### src/rtl/rvx_spi_defines.sv
`default_nettype none
// ============================================================================
//  Module      : rvx_spi_defines
//  Description : Constants shared by the rvx SPI manager and subordinate:
//                mode encoding built from {cpol, cpha} and FSM state codes.
//  Revision    : 1.0 - initial release
// ============================================================================
package rvx_spi_defines;

  // SPI mode number is {cpol, cpha}
  localparam logic [1:0] SPI_MODE0 = 2'b00;
  localparam logic [1:0] SPI_MODE1 = 2'b01;
  localparam logic [1:0] SPI_MODE2 = 2'b10;
  localparam logic [1:0] SPI_MODE3 = 2'b11;

  // Subordinate FSM state encodings
  localparam logic [1:0] SPI_ST_IDLE          = 2'd0;
  localparam logic [1:0] SPI_ST_ACTIVE        = 2'd1;
  localparam logic [1:0] SPI_ST_WAIT_DESELECT = 2'd2;

  typedef enum logic [1:0] {
    ST_IDLE          = SPI_ST_IDLE,
    ST_ACTIVE        = SPI_ST_ACTIVE,
    ST_WAIT_DESELECT = SPI_ST_WAIT_DESELECT
  } spi_state_t;

endpackage
`default_nettype wire

### src/rtl/rvx_synchronizer.sv
`default_nettype none
// ============================================================================
//  Module      : rvx_synchronizer
//  Description : Two-flop synchronizer for asynchronous inputs, any width.
//                Both stages clear to zero on reset.
//  Revision    : 1.0 - initial release
// ============================================================================
module rvx_synchronizer #(
  parameter int WIDTH = 1
) (
  input  logic             clock,
  input  logic             reset,
  input  logic [WIDTH-1:0] i_d,
  output logic [WIDTH-1:0] o_q
);

  logic [WIDTH-1:0] r_meta;
  logic [WIDTH-1:0] r_sync;

  // Two register stages to settle metastability
  always_ff @(posedge clock) begin
    if (!reset) begin
      r_meta <= '0;
      r_sync <= '0;
    end else begin
      r_meta <= i_d;
      r_sync <= r_meta;
    end
  end

  assign o_q = r_sync;

endmodule
`default_nettype wire

### src/rtl/rvx_spi_subordinate.sv
`default_nettype none
// ============================================================================
//  Module      : rvx_spi_subordinate
//  Description : Oversampled SPI subordinate endpoint. Deserializes pico into
//                words, serializes a holding register onto poci and offers a
//                word-level TX/RX handshake in the system clock domain.
//  Revision    : 1.0 - initial release
// ============================================================================
module rvx_spi_subordinate
  import rvx_spi_defines::*;
#(
  parameter int DATA_WIDTH = 8
) (
  input  logic                  clock,
  input  logic                  reset,
  input  logic                  cpol,
  input  logic                  cpha,
  input  logic                  sclk,
  input  logic                  pico,
  input  logic                  cs,
  output logic                  poci,
  output logic                  poci_oe,
  input  logic [DATA_WIDTH-1:0] tx_data,
  input  logic                  tx_valid,
  output logic                  tx_ready,
  output logic                  tx_underrun,
  output logic [DATA_WIDTH-1:0] rx_data,
  output logic                  rx_valid,
  output logic                  rx_abort,
  output logic                  busy
);

  localparam int                 c_CNT_W    = (DATA_WIDTH > 2) ? $clog2(DATA_WIDTH) : 1;
  localparam logic [c_CNT_W-1:0] c_CNT_LAST = c_CNT_W'(DATA_WIDTH - 1);
  localparam logic [c_CNT_W-1:0] c_CNT_ONE  = c_CNT_W'(1);

  logic [2:0]            w_sync;        // {sclk, pico, cs} after 2 flops
  logic [2:0]            r_sync_d;      // edge-detect stage, aligned with events
  logic                  r_sclk_edge;
  logic                  r_cs_fall;
  logic                  r_cs_rise;
  logic                  r_cpol;
  logic                  r_cpha;
  logic                  w_cpha;
  logic                  w_lead;
  logic                  w_trail;
  spi_state_t            r_state;
  spi_state_t            w_state_next;
  logic                  w_load;
  logic                  w_shift;
  logic                  w_sample;
  logic                  w_start;
  logic                  w_stop;
  logic                  w_launch;
  logic                  r_active;
  logic [c_CNT_W-1:0]    r_bit_cnt;
  logic [DATA_WIDTH-2:0] r_rx_shift;
  logic [DATA_WIDTH-1:0] w_rx_next;
  logic [DATA_WIDTH-1:0] r_tx_shift;
  logic [DATA_WIDTH-1:0] r_hold;
  logic                  r_hold_full;
  logic                  r_under_pend;

  rvx_synchronizer #(.WIDTH(3)) u_sync (
    .clock (clock),
    .reset (reset),
    .i_d   ({sclk, pico, cs}),
    .o_q   (w_sync)
  );

  // Third stage: registered edge events; r_sync_d holds the post-edge levels
  always_ff @(posedge clock) begin
    if (!reset) begin
      r_sync_d    <= '0;
      r_sclk_edge <= 1'b0;
      r_cs_fall   <= 1'b0;
      r_cs_rise   <= 1'b0;
    end else begin
      r_sync_d    <= w_sync;
      r_sclk_edge <= w_sync[2] ^ r_sync_d[2];
      r_cs_fall   <= r_sync_d[0] & ~w_sync[0];
      r_cs_rise   <= ~r_sync_d[0] & w_sync[0];
    end
  end

  // Mode tracks the pins while deselected and freezes once cs is seen low
  always_ff @(posedge clock) begin
    if (!reset) begin
      r_cpol <= 1'b0;
      r_cpha <= 1'b0;
    end else if (r_sync_d[0]) begin
      r_cpol <= cpol;
      r_cpha <= cpha;
    end
  end

  // Decode the latched mode into the phase selection
  always_comb begin
    w_cpha = 1'b0;
    case ({r_cpol, r_cpha})
      SPI_MODE0, SPI_MODE2: w_cpha = 1'b0;
      SPI_MODE1, SPI_MODE3: w_cpha = 1'b1;
      default:              w_cpha = 1'b0;
    endcase
  end

  assign w_lead    = r_sclk_edge & (r_sync_d[2] != r_cpol);
  assign w_trail   = r_sclk_edge & (r_sync_d[2] == r_cpol);
  assign w_rx_next = {r_rx_shift, r_sync_d[1]};

  // FSM state register; comes out of reset waiting for a clean deselect
  always_ff @(posedge clock) begin
    if (!reset) begin
      r_state <= ST_WAIT_DESELECT;
    end else begin
      r_state <= w_state_next;
    end
  end

  // Next state and per-cycle datapath strobes
  always_comb begin
    w_state_next = r_state;
    w_load       = 1'b0;
    w_shift      = 1'b0;
    w_sample     = 1'b0;
    w_start      = 1'b0;
    w_stop       = 1'b0;
    w_launch     = 1'b0;
    case (r_state)
      ST_IDLE: begin
        if (r_cs_fall) begin
          w_state_next = ST_ACTIVE;
          w_start      = 1'b1;
          w_load       = ~w_cpha;
        end
      end
      ST_ACTIVE: begin
        if (r_cs_rise) begin
          w_state_next = ST_IDLE;
          w_stop       = 1'b1;
        end else if (w_cpha) begin
          // Bit 0 leading edge loads, other leading edges shift
          w_load   = w_lead & (r_bit_cnt == '0);
          w_shift  = w_lead & (r_bit_cnt != '0);
          w_sample = w_trail;
        end else begin
          // Trailing edge after a completed word loads the next one
          w_sample = w_lead;
          w_launch = w_lead;
          w_load   = w_trail & (r_bit_cnt == '0);
          w_shift  = w_trail & (r_bit_cnt != '0);
        end
      end
      ST_WAIT_DESELECT: begin
        if (r_cs_rise) begin
          w_state_next = ST_IDLE;
        end
      end
      default: w_state_next = ST_WAIT_DESELECT;
    endcase
  end

  // Receive path: bit counter, deserializer and abort detection
  always_ff @(posedge clock) begin
    if (!reset) begin
      r_active   <= 1'b0;
      r_bit_cnt  <= '0;
      r_rx_shift <= '0;
      rx_data    <= '0;
      rx_valid   <= 1'b0;
      rx_abort   <= 1'b0;
    end else begin
      rx_valid <= 1'b0;
      rx_abort <= 1'b0;
      r_active <= (w_state_next == ST_ACTIVE);
      if (w_start) begin
        r_bit_cnt <= '0;
      end
      if (w_sample) begin
        if (r_bit_cnt == c_CNT_LAST) begin
          rx_data   <= w_rx_next;
          rx_valid  <= 1'b1;
          r_bit_cnt <= '0;
        end else begin
          r_rx_shift <= w_rx_next[DATA_WIDTH-2:0];
          r_bit_cnt  <= r_bit_cnt + c_CNT_ONE;
        end
      end
      if (w_stop) begin
        rx_abort  <= (r_bit_cnt != '0);
        r_bit_cnt <= '0;
      end
    end
  end

  // Transmit path: holding register, shift register and underrun reporting.
  // In cpha=0 a load can happen on the frame's final trailing edge, so an
  // empty load is only reported once that word actually starts going out.
  always_ff @(posedge clock) begin
    if (!reset) begin
      r_tx_shift   <= '0;
      r_hold       <= '0;
      r_hold_full  <= 1'b0;
      r_under_pend <= 1'b0;
      tx_underrun  <= 1'b0;
    end else begin
      tx_underrun <= 1'b0;
      if (w_launch && r_under_pend) begin
        tx_underrun  <= 1'b1;
        r_under_pend <= 1'b0;
      end
      if (w_load) begin
        if (r_hold_full) begin
          r_tx_shift  <= r_hold;
          r_hold_full <= 1'b0;
        end else if (tx_valid) begin
          r_tx_shift <= tx_data;
        end else begin
          r_tx_shift <= '0;
          if (w_cpha) begin
            tx_underrun <= 1'b1;
          end else begin
            r_under_pend <= 1'b1;
          end
        end
      end else begin
        if (w_shift) begin
          r_tx_shift <= {r_tx_shift[DATA_WIDTH-2:0], 1'b0};
        end
        if (w_stop) begin
          r_tx_shift   <= '0;
          r_under_pend <= 1'b0;
        end
        if (tx_valid && !r_hold_full) begin
          r_hold      <= tx_data;
          r_hold_full <= 1'b1;
        end
      end
    end
  end

  assign poci     = r_tx_shift[DATA_WIDTH-1];
  assign poci_oe  = r_active;
  assign busy     = r_active;
  assign tx_ready = ~r_hold_full;

endmodule
`default_nettype wire

### config.mk
export PLATFORM = sky130hd
export DESIGN_NAME = rvx_spi_subordinate
export DESIGN_NICKNAME = d
export VERILOG_FILES = /design/src/rtl/rvx_spi_defines.sv /design/src/rtl/rvx_synchronizer.sv /design/src/rtl/rvx_spi_subordinate.sv
export SDC_FILE = /design/constraint.sdc
export NUM_CORES = 1
export LEC_CHECK = 0
export CORE_MARGIN = 1.5
export CORE_UTILIZATION = 54
export DETAILED_ROUTE_END_ITERATION = 7
export PLACE_DENSITY = 0.86
export SLEW_MARGIN = 20
export SYNTH_ARGS = -nofsm -noshare
export SYNTH_HDL_FRONTEND = slang
export SYNTH_HIERARCHICAL = 1
export SYNTH_SLANG_ARGS = --single-unit
### constraint.sdc
create_clock -name clock -period 2.1 [get_ports clock]
set_clock_uncertainty 0.2 [all_clocks]
set_input_delay 0.63 -clock clock [delete_from_list [all_inputs] [get_ports clock]]
set_output_delay 0.63 -clock clock [all_outputs]
set_load 0.01 [all_outputs]
== Word-level counts from Yosys, hierarchy flattened ==
Cells that the tools add are included.

* Memories kept: 0
* Latch bits: 0
* Bits in read-only memories: 0
* Output and inout port bits: 15
* Register bits: 56
* Bits in writable memories: 0

* Bitwise gates (word level): 16
* Multiplexer cells: 41
* $lt $le $gt $ge: 0
* Add/sub/neg operators: 1
* Reductions and logical operators: 19
* Equality and inequality tests: 9
* Shift-type cells: 0
* $mul: 0
* Divide/modulo/power cells: 0

{| class="wikitable"
|+ Operator list
! kind !! count
|-
| 8-bit 2-to-1 mux || 5
|-
| 1-bit 2-to-1 mux || 28
|-
| 2-bit AND reduction || 5
|-
| 2-bit OR reduction || 5
|-
| 3-bit 2-to-1 mux || 3
|-
| 1-bit AND || 8
|-
| 1-bit NOT || 7
|-
| 2-bit by 1-bit equality test with 1-bit output, second input constant || 3
|-
| 2-bit equality test, second input constant || 3
|-
| 3-bit nonzero test || 2
|-
| 2-bit zero test || 2
|-
| 2-bit 2-to-1 mux || 2
|-
| 1-bit one-hot mux with 2 select lines || 2
|-
| 2-bit one-hot mux with 2 select lines || 1
|-
| 3-bit by 1-bit adder with 3-bit output, second input constant || 1
|-
| 3-bit equality test, second input constant || 1
|-
| 3-bit zero test || 1
|-
| 1-bit logical AND || 2
|-
| 2-bit nonzero test || 1
|-
| 1-bit equality test || 1
|-
| 1-bit zero test || 1
|-
| 1-bit != test || 1
|-
| 1-bit bitwise XOR || 1
|}

== Longest topological paths before layout ==
* Depth after elaboration: 12
* Depth in mapped cells: 7
* Depth with buffers taken out: 6

== Hierarchy ==
Netlist, hierarchy kept.

{| class="wikitable"
|+ Modules (own cells, without submodules)
! module !! cells each !! instances !! area each (um^2)
|-
| rvx_spi_subordinate || 228 || 1 || 2168.3
|-
| rvx_synchronizer || 12 || 1 || 157.7
|}

== Worst setup path before layout ==
No wires, ideal clock.

* Path type: register to register
* Start: register r_cpha
* End: register r_hold[0]
* Data required time: 1.828 ns
* Period minus slack after synthesis: 1.936 ns
* Buffers on the path: 1
* Library setup time: 0.072 ns
* Path slack: 0.164 ns
* Cell stages (with the launch flop): 6
* Arrival time: 1.664 ns
* Cells stage by stage: dfxtp_1 xnor3_2 a41o_1 nor3b_2 buf_6 mux2i_1

* Longest elaborated chain between the ends: 8
* Elaborated cells on any way between the ends: 14
* Classes of those cells: eq/ne: 3; mux: 5; bitwise: 2; reduce/logical: 4

{| class="wikitable"
|+ RTL lines
! item !! RTL line !! RTL
|-
| from (decl) || rvx_spi_subordinate.sv:43 || <nowiki>logic r_cpha;</nowiki>
|-
| from (signal assigned) || rvx_spi_subordinate.sv:93 || <nowiki>r_cpha <= cpha;</nowiki>
|-
| 2-bit by 1-bit equality test with 1-bit output (tied with other cells) || rvx_spi_subordinate.sv:100 || <nowiki>case ({r_cpol, r_cpha})</nowiki>
|-
| 2-bit OR reduction || rvx_spi_subordinate.sv:100 ||
|-
| 1-bit one-hot mux with 2 select lines * || rvx_spi_subordinate.sv:100 ||
|-
| 1-bit 2-to-1 mux / 1-bit NOT (equally long branches) || rvx_spi_subordinate.sv:141, rvx_spi_subordinate.sv:134 ||
|-
| 1-bit 2-to-1 mux, on equally long branches || rvx_spi_subordinate.sv:138, rvx_spi_subordinate.sv:131 ||
|-
| 1-bit one-hot mux with 2 select lines * || rvx_spi_subordinate.sv:129 || <nowiki>case (r_state)</nowiki>
|-
| 1-bit NOT (no line) * || n/a ||
|-
| 2-bit AND reduction (no line) * || n/a ||
|-
| to (signal assigned) || rvx_spi_subordinate.sv:235 || <nowiki>r_hold <= tx_data;</nowiki>
|-
| to (decl) || rvx_spi_subordinate.sv:60 || <nowiki>logic [DATA_WIDTH-1:0] r_hold;</nowiki>
|}

Mark *: on every way between the ends. The rest lies on a longest branch, timed or not.
A chain may end at the register's enable or synchronous reset.

== Worst setup path in the final report ==
* Start: register rx_data[5]
* End: output port rx_data[5]

{| class="wikitable"
|+ RTL lines
! item !! RTL line !! RTL
|-
| from (decl) || rvx_spi_subordinate.sv:27 || <nowiki>output logic [DATA_WIDTH-1:0] rx_data,</nowiki>
|-
| from (signal assigned) || rvx_spi_subordinate.sv:181 || <nowiki>rx_data <= w_rx_next;</nowiki>
|}

No word-level cell between the ends.

==> metrics.yaml <==
run_status: "complete, no violations"
n_antenna_cell: 0
rsz0062_at_grt: "false"
worst_hold_path.num_cells: 1
placed_cells: 323
clock_sinks: 56
hold_viol_final: 0
setup_viol: 0
startpoint_type_of_the_worst_setup_path: "register"
slew_viol_final: 0
vias_after_detailed_routing: 1756
detail-route-antenna-nets: 0
layout_worst_path_cycle_share: 0.966
dp_hpwl_mm: 3.17
power_density_nw_per_um2: 685
synth_flop_cell: "sky130_fd_sc_hd__dfxtp_1"
worst-path-stages: 1
die_area_um2: 4710
worst_setup_path_end_kind: "primary output"
drtPass1Iterations: 4
post_cts.repair.setup_buffers: 0
core.rowCount: 23
worst_ep_required_time_ns: 1.27
synth-edff-count: 0
route.detailed.drc: 0
critPathMaxStageDelay_ns: 0.54
setup.reg_to_reg.worst_slack_ns: 0.12
area_delta_synth_final_pct: 23.6
first_global_vias: 1687
seq_area_frac_synth: 0.482
first_iter_violations: 123
leakage_uw: 0.00124
synthDistinctLibCells: 39
track_usage: 0.205
boundaryPins: 31
synth-async-reset-ratio: 0
worstPathMaxFanout: 2
fillcell_total: 300
final_util: 0.708
post-route-worst-setup-slack_ns: 0.0716
synthesis.area_per_instance_um2: 9.69
synthesis.yosys.warnings: 6
path_delay_family: "buffers and inverters"
die_y_um: 68.6
post-route-min-period_ns: 2.03
route.final.wire_length_mm: 4.35
path_clk_slew_ns: 0.10
place.port_buffers: 30
fp.coreArea_um2: 4060
synth_fp_nets: 262
clock_insertion_delay_worst_skew_ns: 0.31
timing.hold.worst.class: "reg2reg"
cts_max_level: 2
grt_antenna_before_repair: 0
chip_width_um: 68.6
maximum_number_of_pins_on_one_net_before_global_route_repair: 23
layoutNonFillerInstCount: 331
crit_chain: "clkdlybuf4s50_1"
preCtsSetupSlack_ns: -0.0873
drive_gt1_frac: 0.117
timing.max_cap.violations: 0
cts.root.buffer_cell: "sky130_fd_sc_hd__clkbuf_8"
r2r_cell_count: 7
crit_arrival_ns: 1.20
crit_type: "reg2out"
grt_pass1_wl_mm: 7.10
syn_inst: 240
avgViaCountPerCell: 5.31
final_stage_net_count: 302
buffer_and_inverter_count_on_the_worst_path: 1
register_bit_total_from_synthesis: 56
cts_inserted_buffers: 5
cts-hold-fix-buffers: 0
cts_tree: "built"
routabilityCongestion: 0.803
post_drt_wl_per_cell_um: 13.1
max_clock_freq_mhz: 493
grt-ovfl-total: 0
clock_path_buffers: 2
timing.max_slew.rel_slack: 0.567
initial_utilization: 0.573
netlist_area_um2: 2330
ir_drop_mv: 0.532
worstMarginPinSlew_ns: 0.649
crit_slowest_cell: "sky130_fd_sc_hd__clkdlybuf4s50_1"
[stage by stage]
stage / setup TNS [ns] / hold WS [ns] / area, µm² / total power (µW)
6_report: 0 / 0.241 / 2870 / 1970
2_1_floorplan: 0 / 0.212 / 2330 / 1210
4_1_cts: 0 / 0.246 / 2870 / 1980
5_1_grt: 0 / 0.266 / 2870 / 2040
3_5_place_dp: -0.841 / 0.222 / 2760 / 1280
3_3_place_gp: -0.164 / 0.216 / 2760 / 1270
[per-layer routing]
| layer | global-route usage | part of all wire |
|---|---|---|
| met5 | 0 | 0 |
| met4 | 0.103 | 0.020 |
| met1 | 0.232 | 0.45 |
| met3 | 0.0406 | 0.033 |
| met2 | 0.362 | 0.50 |
[cells by family (layout without fill, tap and decap cells)]
kind of cell / Yosys count / count (layout) / share of synthesized area
fa+ha+maj: 6 / 6 / 0.0323
flops: 56 / 56 / 0.482
xor+xnor: 3 / 3 / 0.0178
simple gates: 93 / 93 / 0.214
buf+inv: 19 / 60 / 0.0355
mux: 31 / 31 / 0.133
compound gates: 32 / 32 / 0.0855
[registers in the layout (all words and copies together) (netlist names)]
signal,flops
busy,1
r_bit_cnt,3
r_cpha,1
r_cpol,1
r_cs_fall,1
r_cs_rise,1
r_hold,8
r_hold_full,1
r_rx_shift,7
r_sclk_edge,1
r_state,2
r_sync_d,3
r_tx_shift,8
r_under_pend,1
rx_abort,1
rx_data,8
rx_valid,1
tx_underrun,1
u_sync/o_q,3
u_sync/r_meta,3
[power by group]
group / switching (µW) / internal (µW)
combinational: 73.2 / 80.7
sequential: 13.5 / 1090
clock: 355 / 359
[repair_timing]
item | in CTS | in global routing
resized for setup | 2 | 1
pin swaps | 0 | 1
setup endpoints to repair | 1 | 5
[cells in the mapped netlist, types with 4 or more instances]
library cell,count,area share
sky130_fd_sc_hd__o21ai_0,6,0.013
sky130_fd_sc_hd__ha_1,6,0.032
sky130_fd_sc_hd__nand2_1,45,0.073
sky130_fd_sc_hd__inv_1,7,0.011
sky130_fd_sc_hd__a21oi_1,11,0.024
sky130_fd_sc_hd__and3_1,7,0.019
sky130_fd_sc_hd__nand3_1,6,0.013
sky130_fd_sc_hd__mux2i_1,31,0.13
sky130_fd_sc_hd__nor2b_1,4,0.011
sky130_fd_sc_hd__clkbuf_1,10,0.016
sky130_fd_sc_hd__and2_1,11,0.030
sky130_fd_sc_hd__dfxtp_1,56,0.48
sky130_fd_sc_hd__o22ai_1,7,0.019
[worst paths after layout]
kind	start	to
max	rx_data[5]	rx_data[5]
min	u_sync/r_meta[1]	u_sync/o_q[1]
max reg2reg	r_state[1]	r_hold[4]
min reg2reg	u_sync/r_meta[1]	u_sync/o_q[1]
[area by class of cell]
type                    count  area [µm²]  area share
clock buffers               5        68.8      0.0239
clock inverters             3        47.5      0.0165
inverters                   7        26.3     0.00914
multi-input cells         165        1120       0.391
flip-flops and latches     56        1120       0.391
well taps                  50        62.6      0.0218
repair buffers             45         424       0.148
[layout by cell type (no fill, tap or decap), drive strengths merged, types with 6 or more instances in the layout]
cell,instances
a21oi,11
and2,11
and3,7
buf,15
clkdlybuf4s50,29
dfxtp,56
ha,6
inv,7
mux2i,31
nand2,45
nand3,6
o21ai,6
o22ai,7
No activity file was read; power rests on OpenSTA's default activity.
